--- src/rtl/rx_block_lock.sv ---
// 64b/66b receive block-lock controller: watches sync headers, slips the
// RX gearbox until alignment is found, and reports block lock.
module rx_block_lock #(
    parameter int LOCK_COUNT = 64,
    parameter int WINDOW     = 64,
    parameter int BAD_LIMIT  = 16,
    parameter int SLIP_WAIT  = 32
) (
    input  logic       i_clk,
    input  logic       i_reset_n,
    input  logic       i_signal_ok,
    input  logic [1:0] i_header,
    input  logic       i_header_valid,
    output logic       o_slip,
    output logic       o_block_lock
);

    localparam int SH_MAX = (LOCK_COUNT > WINDOW) ? LOCK_COUNT : WINDOW;
    localparam int SH_W   = $clog2(SH_MAX + 1);
    localparam int BAD_W  = $clog2(BAD_LIMIT + 1);
    localparam int WAIT_W = $clog2(SLIP_WAIT + 1);

    typedef enum logic [1:0] {
        ST_TEST      = 2'd0,
        ST_SLIP_HOLD = 2'd1,
        ST_LOCKED    = 2'd2
    } state_t;

    state_t             state_q, state_d;
    logic [SH_W-1:0]    sh_cnt_q, sh_cnt_d;
    logic [BAD_W-1:0]   bad_cnt_q, bad_cnt_d;
    logic [WAIT_W-1:0]  wait_cnt_q, wait_cnt_d;
    logic               slip_q, slip_d;
    logic               lock_q, lock_d;

    logic               hdr_ok;
    logic [SH_W-1:0]    sh_inc;
    logic [BAD_W-1:0]   bad_inc;

    // 01 and 10 are the only legal sync headers
    assign hdr_ok  = ^i_header;
    assign sh_inc  = sh_cnt_q + SH_W'(1);
    assign bad_inc = bad_cnt_q + BAD_W'(!hdr_ok);

    always_comb begin
        state_d    = state_q;
        sh_cnt_d   = sh_cnt_q;
        bad_cnt_d  = bad_cnt_q;
        wait_cnt_d = wait_cnt_q;
        lock_d     = lock_q;
        slip_d     = 1'b0;
        if (!i_signal_ok) begin
            state_d    = ST_TEST;
            sh_cnt_d   = '0;
            bad_cnt_d  = '0;
            wait_cnt_d = '0;
            lock_d     = 1'b0;
        end else begin
            case (state_q)
                ST_TEST: begin
                    if (i_header_valid) begin
                        if (hdr_ok) begin
                            if (sh_inc == SH_W'(LOCK_COUNT)) begin
                                lock_d    = 1'b1;
                                sh_cnt_d  = '0;
                                bad_cnt_d = '0;
                                state_d   = ST_LOCKED;
                            end else begin
                                sh_cnt_d = sh_inc;
                            end
                        end else begin
                            slip_d    = 1'b1;
                            sh_cnt_d  = '0;
                            bad_cnt_d = '0;
                            state_d   = ST_SLIP_HOLD;
                        end
                    end
                end
                ST_SLIP_HOLD: begin
                    if (wait_cnt_q == WAIT_W'(SLIP_WAIT - 1)) begin
                        wait_cnt_d = '0;
                        state_d    = ST_TEST;
                    end else begin
                        wait_cnt_d = wait_cnt_q + WAIT_W'(1);
                    end
                end
                ST_LOCKED: begin
                    // bad-limit loss wins over a coincident window end
                    if (i_header_valid) begin
                        if (bad_inc == BAD_W'(BAD_LIMIT)) begin
                            lock_d    = 1'b0;
                            slip_d    = 1'b1;
                            sh_cnt_d  = '0;
                            bad_cnt_d = '0;
                            state_d   = ST_SLIP_HOLD;
                        end else if (sh_inc == SH_W'(WINDOW)) begin
                            sh_cnt_d  = '0;
                            bad_cnt_d = '0;
                        end else begin
                            sh_cnt_d  = sh_inc;
                            bad_cnt_d = bad_inc;
                        end
                    end
                end
                default: begin
                    state_d = ST_TEST;
                end
            endcase
        end
    end

    always_ff @(posedge i_clk or negedge i_reset_n) begin
        if (!i_reset_n) begin
            state_q    <= ST_TEST;
            sh_cnt_q   <= '0;
            bad_cnt_q  <= '0;
            wait_cnt_q <= '0;
            slip_q     <= 1'b0;
            lock_q     <= 1'b0;
        end else begin
            state_q    <= state_d;
            sh_cnt_q   <= sh_cnt_d;
            bad_cnt_q  <= bad_cnt_d;
            wait_cnt_q <= wait_cnt_d;
            slip_q     <= slip_d;
            lock_q     <= lock_d;
        end
    end

    assign o_slip       = slip_q;
    assign o_block_lock = lock_q;

endmodule

--- config.mk ---
export PLATFORM = sky130hd
export DESIGN_NAME = rx_block_lock
export DESIGN_NICKNAME = d
export VERILOG_FILES = /design/src/rtl/rx_block_lock.sv
export SDC_FILE = /design/constraint.sdc
export NUM_CORES = 1
export LEC_CHECK = 0
export BUFFER_PORTS_ARGS = -buffer_cell sky130_fd_sc_hd__buf_2
export CAP_MARGIN = 15
export CORE_MARGIN = 10
export CORE_UTILIZATION = 39
export CTS_CLUSTER_DIAMETER = 40
export DETAILED_ROUTE_END_ITERATION = 6
export GPL_ROUTABILITY_DRIVEN = 0
export MAX_ROUTING_LAYER = met4
export PLACE_DENSITY = 0.57
export SYNTH_ARGS = -nofsm -noshare
export SYNTH_HDL_FRONTEND = slang
export SYNTH_SLANG_ARGS = --single-unit
--- constraint.sdc ---
create_clock -name i_clk -period 2.2 [get_ports i_clk]
set_clock_uncertainty 0.2 [all_clocks]
set_input_delay 0.22 -clock i_clk [delete_from_list [all_inputs] [get_ports i_clk]]
set_output_delay 0.22 -clock i_clk [all_outputs]
set_load 0.01 [all_outputs]
==> metrics.md, run 1 <==
| Metric | Value |
|---|---|
| CP Capture Type | flip-flop |
| Slew margin rel. | 0.566 |
| Flop2flop setup slack | -0.01 ns |
| CTS tree | yes |
| First-pass GRT wire length | 5.43 mm |
| Inst Count DP | 206 |
| Row count | 21 |
| Net Count, Synth | 156 |
| Num CTS Buffers | 3 |
| Placed cell area | 0.00159 mm^2 |
| DR pass1 iterations | 4 |
| Vias in the first global route | 1154 |
| Diodes inserted | 0 |
| Clock Power Share | 0.257 |
| Port Buffers | 7 |
| Design area | 0.00166 mm^2 |
| Sequential share of power | 0.582 |
| Cell mode on critical path | ha_4 |
| Clk pin slew, worst setup/hold paths | 0.12 ns |
| Req. time, crit path | 2.20 ns |
| Commonest cells post-synth | dfrtp_1 (22), nand2_1 (12), nand3_1 (12), o21ai_0 (8) |
| Largest area contributor in the netlist | dfrtp_1 |
| Die Area | 0.00635 mm^2 |
| GR Overflow Total | 0 |
| Distinct cells, synth | 44 |
| Final Cycle Share | 1.00 |
| Worst VDD drop | 0.284 mV |
| Root buffer cell | clkbuf_4 |
| Post-synthesis cell count | 146 |
| Drt initial violations | 81 |
| Core Util, Final | 0.489 |
| Vias per std cell | 5.62 |
| P per Cell Area | 439 mW/mm^2 |
| Crit Path Max Fanout | 13 |
| Worst path slowest cell | or4b_1 |
| Worst Tran Pin Value | 0.647 ns |
| Final min period | 2.21 ns |
| Layout cells sized above 1 | 0.232 |
| Switch Pwr | 202 uW |
| NumNets Final | 176 |
| Drc violations | 0 |
| Post-DP HPWL | 2.28 mm |
| Initial Util | 0.410 |
| Combinational share of power | 0.161 |
| Final WS setup | -0.0109 ns |
| DR vias | 1180 |
| GR Util All Layers | 0.108 |
| Mapped Area | 0.00139 mm^2 |
| Die X-Extent | 79.7 um |
| RSZ-0062 raised after global routing | true |
| Prevailing post-synth register cell | dfrtp_1 |
| Number of post-CTS setup repair buffers | 0 |
| Crit-path cells | ha_4 > ha_4 > or4b_1 > o22ai_2 > a31oi_4 > a41oi_2 > mux2i_1 |
| Final Hold Fails | 0 |
| LEAKAGE | 0.000697 uW |
| Syn_area_per_cell | 9.52 um^2 |
| Max-Cap Viols | 0 |
| Routed WL per cell | 15.1 um |
| Crit Path Category | flip-flop to flip-flop |
| Antenna violations before repair | 0 |
| Status | finished with violations |
| Routed Wire Length | 3.18 mm |
| Critical path's largest stage delay | 0.51 ns |
| Top-area cell type share of the netlist area | 0.396 |
| Nature of the critical path startpoint | flip-flop |
| Slew Limit Fails | 0 |
| Switch share | 0.279 |
| Cell-internal power | 524 uW |
| FF+latch count, synth | 22 |
| H-tree depth | 1 |
| Final setup violation count | 1 |
| Synthesis-to-finish area growth | 19.2% |
| Peak Freq | 452 MHz |
| Seq/Total Area, Yosys | 0.396 |
| Crit path DAT | 2.21 ns |
| Synth warn | 0 |
| Final Non-Filler Cells | 210 |
| CTS Buffer Depth | 2 |
| EDFF count, synth | 0 |
| Total core area | 0.00339 mm^2 |
| Violated checks | negative setup slack |
| Top post-synthesis cells by area | dfrtp_1 (40%), nand3_1 (4.3%), ha_1 (3.6%) |
| CTS sink count | 22 |
| Worst hold slack | 0.0260 ns |
| Largest net degree at the start of global routing | 23 |
| Share of flip-flops with an asynchronous set or reset | 1.00 |
| IO Pins | 8 |
| Die Ht | 79.7 um |
| Most common cell in the synthesized netlist | dfrtp_1 |
| Worst Hold Class | primary input to flip-flop |
| Clk_lat worst skew | 0.31 ns |
| Antenna Nets Post-Route | 0 |
==> final cells by class <==
cell class                 instances  area, um^2
fill                             312        1730
multi-input combinational        116         880
clock buffer                       3        22.5
inverter                           3        11.3
tap                               46        57.6
sequential                        22         551
timing repair buffer              20         135
==> layer usage <==
metal / track usage / up-vias / wire, um
li1: - / 587 / -
met1: 0.129 / 575 / 1530
met2: 0.176 / 16 / 1520
met3: 0.0293 / 2 / 105
met4: 0.0269 / 0 / 25
met5: - / - / 0
==> registers in the layout, indices dropped and copies added, names as in the netlist <==
signal,flops
sh_cnt_q,7
wait_cnt_q,6
bad_cnt_q,5
state_q,2
o_block_lock,1
o_slip,1
==> placed cells by master (no fill, tap or decap), types with 2 or more instances in the layout <==
cell and instances:
nand2_1 12, nand2b_1 5, nor3_1 3, inv_1 2, buf_4 12, o21ai_1 3, and2_1 4, ha_4 2
xnor2_1 2, a31oi_1 7, nand3b_1 2, a21oi_1 2, mux2i_1 5, a22o_1 4, dfrtp_1 22, clkbuf_4 3
ha_1 2, a21boi_0 2, a2bb2oi_1 2, o211ai_1 2, and3_1 4, a21o_1 2, o21ai_0 6, nor2b_1 6
a41oi_2 2, nor4b_2 2, nor2_1 6, buf_2 7, nand3_1 12
==> kinds of logic (layout without fill, tap and decap cells) <==
family / after synthesis / after routing / synth area share
xor+xnor: 3 / 3 / 0.0189
simple gates: 64 / 64 / 0.271
flops: 22 / 22 / 0.396
compound gates: 40 / 40 / 0.214
buf+inv: 8 / 26 / 0.0279
fa+ha+maj: 4 / 4 / 0.0360
mux: 5 / 5 / 0.0360
==> power by group through the flow <==
stage,registers [uW],logic [uW],clock network [uW]
floorplan,429,71.3,0
global placement,431,109,0
detailed placement,431,112,0
CTS,423,118,199
global route,426,131,208
finish,423,117,186
==> metrics by stage <==
stage | setup slack [ns] | power, uW | TNS (ns)
final | -0.0109 | 726 | -0.0109
after global routing | -0.107 | 764 | -0.679
after CTS | -0.00585 | 741 | -0.0108
after detailed placement | -0.266 | 543 | -2.13
after global placement | -0.181 | 540 | -1.50
after floorplan | -0.0318 | 501 | -0.0332
==> path summary, 6_finish.rpt <==
kind | start | to | depth (start not counted)
min in group asynchronous | i_reset_n | bad_cnt_q[2] | 2
worst max register to register | bad_cnt_q[0] | sh_cnt_q[6] | 7
worst max-delay path | bad_cnt_q[0] | sh_cnt_q[6] | 7
worst min-delay path | i_header_valid | o_block_lock | 3
worst min register to register | wait_cnt_q[3] | wait_cnt_q[3] | 1
max in group asynchronous | i_reset_n | wait_cnt_q[5] | 2
==> worst max-delay path: cells and delay by family, from the launching register on <==
| kind | cells | cell delay [ns] |
|---|---|---|
| simple gates | 1 | 0.51 |
| compound gates | 3 | 0.46 |
| mux | 1 | 0.09 |
| fa+ha+maj | 2 | 0.40 |
| flops | 1 | 0.43 |
==> repair_timing <==
item | 4_1_cts | 5_1_grt
hold buffers | 1 | 0
hold endpoints to repair | 22 | 0
pin swaps | 2 | 1
setup endpoints to repair | 8 | 12
gates resized for setup | 3 | 4
Note: power is estimated with default switching activity, not from simulation.
==> run 2: changes to the inputs <==
Settings changed: ABC_CLOCK_PERIOD_IN_PS set to 2200, SETUP_SLACK_MARGIN set to 0.5.
==> run 2 against run 1 <==
  * Critical path depth stayed put
  * Highest routed layer unchanged
  * Non-clock buffer count is 9 higher
  * Sequential power hardly changed
  * Die area stayed put
  * Worst setup slack worse by 0.020 ns
  * Combinational power is 18% higher
  * Core utilization is 7.8 points higher
  * Critical path type unchanged
  * Largest cell class unchanged
  * The run still ends with negative setup slack left
  * Final area is 16% higher
  * Largest power group unchanged
==> metrics.md, run 2 (synthesis results as in run 1) <==
| Metric | Value |
|---|---|
| Vias per std cell | 5.80 (+3.2%) |
| Routed Wire Length | 3.68 mm (+16%) |
| Worst VDD drop | 0.306 mV (+7.6%) |
| Slew margin rel. | 0.654 (+0.0876) |
| Final Cycle Share | 1.01 (+0.00903) |
| Layout fillers | 279 (-11%) |
| Total core area | 0.00339 mm^2 (unchanged) |
| Max reg flops | 7 (unchanged) |
| Row count | 21 (unchanged) |
| Core Util, Final | 0.567 (+0.0779) |
| Crit path DAT | 2.24 ns (+0.03 ns) |
| H-tree depth | 1 (unchanged) |
| Worst Hold Class | primary input to flip-flop |
| Die Area | 0.00635 mm^2 (unchanged) |
| Met3 GRT Util | 0.0349 (+0.00563) |
| Antenna violations before repair | 0 (unchanged) |
| Root buffer cell | clkbuf_4 |
| Most frequent cells in the layout | dfrtp_1 (18), buf_4 (18), nand3_1 (11), nand2_1 (10), buf_2 (7) |
| Crit Path Category | flip-flop to flip-flop |
| Largest net degree at the start of global routing | 23 (unchanged) |
| Most flops, register | sh_cnt_q |
| CTS sink count | 22 (unchanged) |
| Peak Freq | 448 MHz (-0.89%) |
| Layout cells sized above 1 | 0.383 (+0.151) |
| Status | finished with violations |
| RSZ-0062 raised after global routing | true |
| Drt initial violations | 120 (+48%) |
| Pre-CTS setup slack | -0.211 ns (+0.0556 ns) |
| CP Capture Type | flip-flop |
| P per Cell Area | 463 mW/mm^2 (+5.5%) |
| First-pass GRT wire length | 6.52 mm (+20%) |
| Routed WL per cell | 16.6 um (+9.9%) |
| Synthesis-to-finish area growth | 38.2% |
| Final Hold Fails | 0 (unchanged) |
| Diodes inserted | 0 (unchanged) |
| CTS tree | yes |
| Initial Util | 0.410 (unchanged) |
| DR pass1 iterations | 4 (unchanged) |
| IO Pins | 8 (unchanged) |
| Worst Tran Pin Value | 0.520 ns (-0.127 ns) |
| Slew Limit Fails | 0 (unchanged) |
| Met2 global-route usage | 0.199 (+0.0227) |
| Nature of the critical path startpoint | flip-flop |
| Die X-Extent | 79.7 um (unchanged) |
| Drc violations | 0 (unchanged) |
| Final setup violation count | 4 (+3) |
| Final WS setup | -0.0308 ns (-0.0199 ns) |
| Post-DP HPWL | 2.22 mm (-2.5%) |
| Clk pin slew, worst setup/hold paths | 0.15 ns (+0.03 ns) |
| Vias in the first global route | 1349 (+17%) |
| Violated checks | negative setup slack |
| LEAKAGE | 0.000781 uW (+12%) |
| Req. time, crit path | 2.21 ns (about the same) |
| Num CTS Buffers | 3 (unchanged) |
| Crit Path Max Fanout | 6 (-7) |
| Max-Cap Viols | 0 (unchanged) |
| Clk_lat worst skew | 0.33 ns (+0.02 ns) |
| GR Overflow Total | 0 (unchanged) |
| Antenna Nets Post-Route | 0 (unchanged) |
| Die Ht | 79.7 um (unchanged) |
| GR Util All Layers | 0.130 (+0.0215) |
| Port Buffers | 7 (unchanged) |
| NumNets Final | 186 (+5.7%) |
| Largest registers | sh_cnt_q x7, wait_cnt_q x6, bad_cnt_q x5 |
| DR vias | 1282 (+8.6%) |
| Final min period | 2.23 ns (+0.0199 ns) |
| Busiest grt layer | met2 |
| M1 GR Usage | 0.166 (+0.0371) |
| CTS Buffer Depth | 2 (unchanged) |
==> run 2: cell count changes in the layout (fill, tap and decap cells not counted), sizes merged <==
cell and change:
a31oi +1, bufinv +1, buf +9
==> run 2: what timing repair did <==
action	4_1_cts	5_1_grt
endpoints found under the setup margin	16	17
hold buffers	1	0
gates resized for setup	24	12
hold endpoints to repair	22	0
pin swaps	17	6
cloned	1	0
setup buffers	7	4
==> run 2: metrics by stage <==
stage | hold WS, ns | TNS, ns | cell area (um^2) | instances | total power, uW
6_report | 0.00821 | -0.0665 | 1920 | 221 | 889
2_1_floorplan | -0.276 | -0.0427 | 1440 | 146 | 501
3_3_place_gp | 0.0171 | -1.44 | 1580 | 204 | 541
4_1_cts | 0.00337 | -0.0186 | 1830 | 217 | 882
5_1_grt | 0.0192 | -0.467 | 1920 | 221 | 925
3_5_place_dp | 0.0238 | -1.81 | 1580 | 204 | 543
==> run 2: worst max-delay path, cell delays in order, from the launching register on <==
cell and delay, ns:
dfrtp_1 0.43, ha_4 0.18, ha_4 0.21, or4b_4 0.53, o22ai_4 0.17, a31oi_2 0.12, o211ai_1 0.17, a31oi_1 0.12
==> run 2: worst paths after layout <==
check / start / end / slack [ns] / depth (start not counted)
max: bad_cnt_q[0] / sh_cnt_q[5] / -0.03 / 7
min in group asynchronous: i_reset_n / wait_cnt_q[2] / 0.18 / 2
min reg2reg: wait_cnt_q[3] / wait_cnt_q[3] / 0.30 / 1
min: i_header_valid / o_block_lock / 0.008 / 3
max in group asynchronous: i_reset_n / sh_cnt_q[1] / 1.25 / 2
max reg2reg: bad_cnt_q[0] / sh_cnt_q[5] / -0.03 / 7
==> run 2: per-layer routing <==
metal | share of wire | vias up
met5 | 0 | -
met4 | 0.0071 | 0
met3 | 0.045 | 2
met2 | 0.49 | 32
met1 | 0.46 | 631
li1 | - | 617
==> run 2: where the power goes <==
part           switching, uW  internal [uW]
registers               13.2            413
logic                   79.6           58.9
clock network            140            184
==> run 2: area by class of cell <==
type / count / area (um^2) / share of cell area
multi-input cells: 117 / 1030 / 0.536
flip-flops and latches: 22 / 556 / 0.289
repair buffers: 29 / 214 / 0.111
well taps: 46 / 57.6 / 0.0300
clock inverters: 1 / 30.0 / 0.0156
clock buffers: 3 / 22.5 / 0.0117
inverters: 3 / 11.3 / 0.00586
==> run 3: changes to the inputs <==
Settings changed: PLACE_DENSITY 0.57 to unset.
==> run 3 against run 2 <==
  * The flow still finishes with violations (negative setup slack)
  * Worst setup slack worse by 0.00093 ns
  * Die area stayed put
  * Critical path depth is 1 lower
  * Flip-flop and latch count stayed put
  * Combinational power is 9% lower
  * Worst hold slack better by 0.017 ns
  * Maximum frequency hardly changed
  * Final area is 12% lower
  * First-iteration DRC count is 80% lower
  * Wire length is 13% lower
  * Critical endpoint is now sh_cnt_q[1]
==> metrics.md, run 3 (synthesis results as in run 1) <==
| Metric | Value |
|---|---|
| Status | finished with violations |
| Violated checks | negative setup slack |
| Most flops, register | sh_cnt_q |
| Die Ht | 79.7 um (unchanged) |
| Clk pin slew, worst setup/hold paths | 0.12 ns (-0.03 ns) |
| Antenna violations before repair | 0 (unchanged) |
| Die Area | 0.00635 mm^2 (unchanged) |
| RSZ-0062 raised after global routing | true |
| Vias per std cell | 5.65 (-2.6%) |
| Vias in the first global route | 1172 (-13%) |
| CTS sink count | 22 (unchanged) |
| Routed WL per cell | 15.2 um (-8.4%) |
| Setup TNS | -0.0911 ns (-0.0246 ns) |
| H-tree depth | 1 (unchanged) |
| Die X-Extent | 79.7 um (unchanged) |
| Drt initial violations | 24 (-80%) |
| GR Util All Layers | 0.105 (-0.0243) |
| Worst VDD drop | 0.220 mV (-28%) |
| GR Overflow Total | 0 (unchanged) |
| Most common cell after layout, fill and taps aside | dfrtp_1 |
| Largest net degree at the start of global routing | 23 (unchanged) |
| P per Cell Area | 433 mW/mm^2 (-6.5%) |
| Number of post-CTS setup repair buffers | 0 (-7) |
| Worst Hold Class | primary input to flip-flop |
| Layout cells sized above 1 | 0.264 (-0.119) |
| Port Buffers | 7 (unchanged) |
| Final setup violation count | 6 (+2) |
| Synthesis-to-finish area growth | 21.5% |
| Final total power | 731 uW (-18%) |
| Crit-path cells | ha_4 > ha_4 > or4b_4 > o22ai_4 > a31oi_4 > a32o_1 |
| Final Cycle Share | 1.01 (about the same) |
| Post-DP HPWL | 2.27 mm (+2.2%) |
| Root buffer cell | clkbuf_4 |
| Largest registers | sh_cnt_q x7, wait_cnt_q x6, bad_cnt_q x5 |
| Req. time, crit path | 2.20 ns (about the same) |
| Switch Pwr | 200 uW (-14%) |
| Row count | 21 (unchanged) |
| DR vias | 1181 (-7.9%) |
| Diodes inserted | 0 (unchanged) |
| Cell mode on critical path | ha_4 |
| DR pass1 iterations | 4 (unchanged) |
| Crit path DAT | 2.23 ns (about the same) |
| LEAKAGE | 0.000698 uW (-11%) |
| Total core area | 0.00339 mm^2 (unchanged) |
| First-pass GRT wire length | 5.38 mm (-17%) |
| Most frequent cells in the layout | dfrtp_1 (21), nand2_1 (12), nand3_1 (12), buf_4 (10) |
| Clock Power Share | 0.246 (-0.119) |
| Cell-internal power | 531 uW (-19%) |
| Final WS setup | -0.0317 ns (-0.000930 ns) |
| NumNets Final | 175 (-5.9%) |
| Switch share | 0.274 (+0.0120) |
| Final min period | 2.23 ns (+0.000930 ns) |
| CP Capture Type | flip-flop |
| Combinational share of power | 0.172 (+0.016) |
| CTS tree | yes |
| Clk_lat worst skew | 0.30 ns (-0.03 ns) |
| Final Hold Fails | 0 (unchanged) |
| Critical path's largest stage delay | 0.57 ns (+0.04 ns) |
| Worst hold slack | 0.0255 ns (+0.0173 ns) |
| Max reg flops | 7 (unchanged) |
| Antenna Nets Post-Route | 0 (unchanged) |
| Crit Path Max Fanout | 7 (+1) |
| CTS Buffer Depth | 2 (unchanged) |
| Slew Limit Fails | 0 (unchanged) |
| Nature of the critical path startpoint | flip-flop |
| Max-Cap Viols | 0 (unchanged) |
| Drc violations | 0 (unchanged) |
| Worst path slowest cell | or4b_4 |
| IO Pins | 8 (unchanged) |
| Worst Tran Pin Value | 0.511 ns (-0.00824 ns) |
| Num CTS Buffers | 3 (unchanged) |
| Sequential share of power | 0.582 (+0.103) |
| Routed Wire Length | 3.19 mm (-13%) |
| Slew margin rel. | 0.659 (+0.00549) |
| Crit Path Category | flip-flop to flip-flop |
| Peak Freq | 448 MHz (about the same) |
| Initial Util | 0.410 (unchanged) |
## run 3: cell count changes in the layout (fill, tap and decap cells not counted), moves of 2 or more
| cell | change |
|---|---|
| buf_4 | -8 |
| a21oi_1 | +2 |
| nor3_2 | +2 |
| nand2_1 | +2 |
| nand2_2 | -2 |
| nor3_4 | -2 |
| nor2b_1 | +2 |
| dfrtp_2 | -3 |
| buf_6 | -3 |
| dfrtp_1 | +3 |
| a21oi_2 | -2 |
## run 3: layout make-up
type	count	area [um^2]
clock buffer	3	22.5
multi-input combinational	117	926
timing repair buffer	18	120
tap	46	57.6
inverter	3	11.3
fill	325	1700
sequential	22	552
## run 3: repair_timing
item                                    CTS  global route
endpoints found under the hold margin    22             0
hold buffers                              1             0
gates cloned                              0             1
pin swaps                                 5             5
endpoints found under the setup margin   16            17
resized for setup                         8             5
## run 3: worst max-delay path, delay by kind of cell (launching register included)
family / cells / cell delay (ns)
AO/OA/AOI/OAI: 3 / 0.60
flip-flops: 1 / 0.43
AND/OR/NAND/NOR: 1 / 0.57
adder cells (fa/ha/maj): 2 / 0.33
## run 3: per-stage QoR
step                cells  setup slack, ns  utilization  cell area (um^2)
detailed placement    204           -0.230        0.466              1580
global route          209           -0.105        0.498              1690
finish                209          -0.0317        0.498              1690
floorplan             146          -0.0318            -              1440
CTS                   208          0.00261        0.487              1650
global placement      204           -0.172        0.466              1580
## run 3: per-layer routing
metal / GRT usage / part of all wire / wire length, um / vias to the layer above
met4: 0.0323 / 0.0097 / 31 / 0
met3: 0.0236 / 0.022 / 69 / 4
met2: 0.161 / 0.48 / 1520 / 10
met5: - / 0 / 0 / -
li1: - / - / - / 586
met1: 0.135 / 0.49 / 1560 / 581
## run 3: power groups by stage
stage | combinational [uW] | sequential [uW] | clock (uW)
6_report | 126 | 425 | 180
5_1_grt | 141 | 427 | 205
3_3_place_gp | 111 | 432 | 0
2_1_floorplan | 71.7 | 429 | 0
4_1_cts | 119 | 425 | 191
3_5_place_dp | 113 | 432 | 0
## run 3: worst paths after layout
kind,start,end,slack (ns),cells after the start
max in group asynchronous,i_reset_n,sh_cnt_q[0],1.22,2
setup reg to reg,bad_cnt_q[0],sh_cnt_q[1],-0.03,6
hold reg to reg,sh_cnt_q[6],sh_cnt_q[6],0.32,1
hold / removal,i_header_valid,o_block_lock,0.03,3
min in group asynchronous,i_reset_n,wait_cnt_q[2],0.21,2
setup / recovery,bad_cnt_q[0],sh_cnt_q[1],-0.03,6
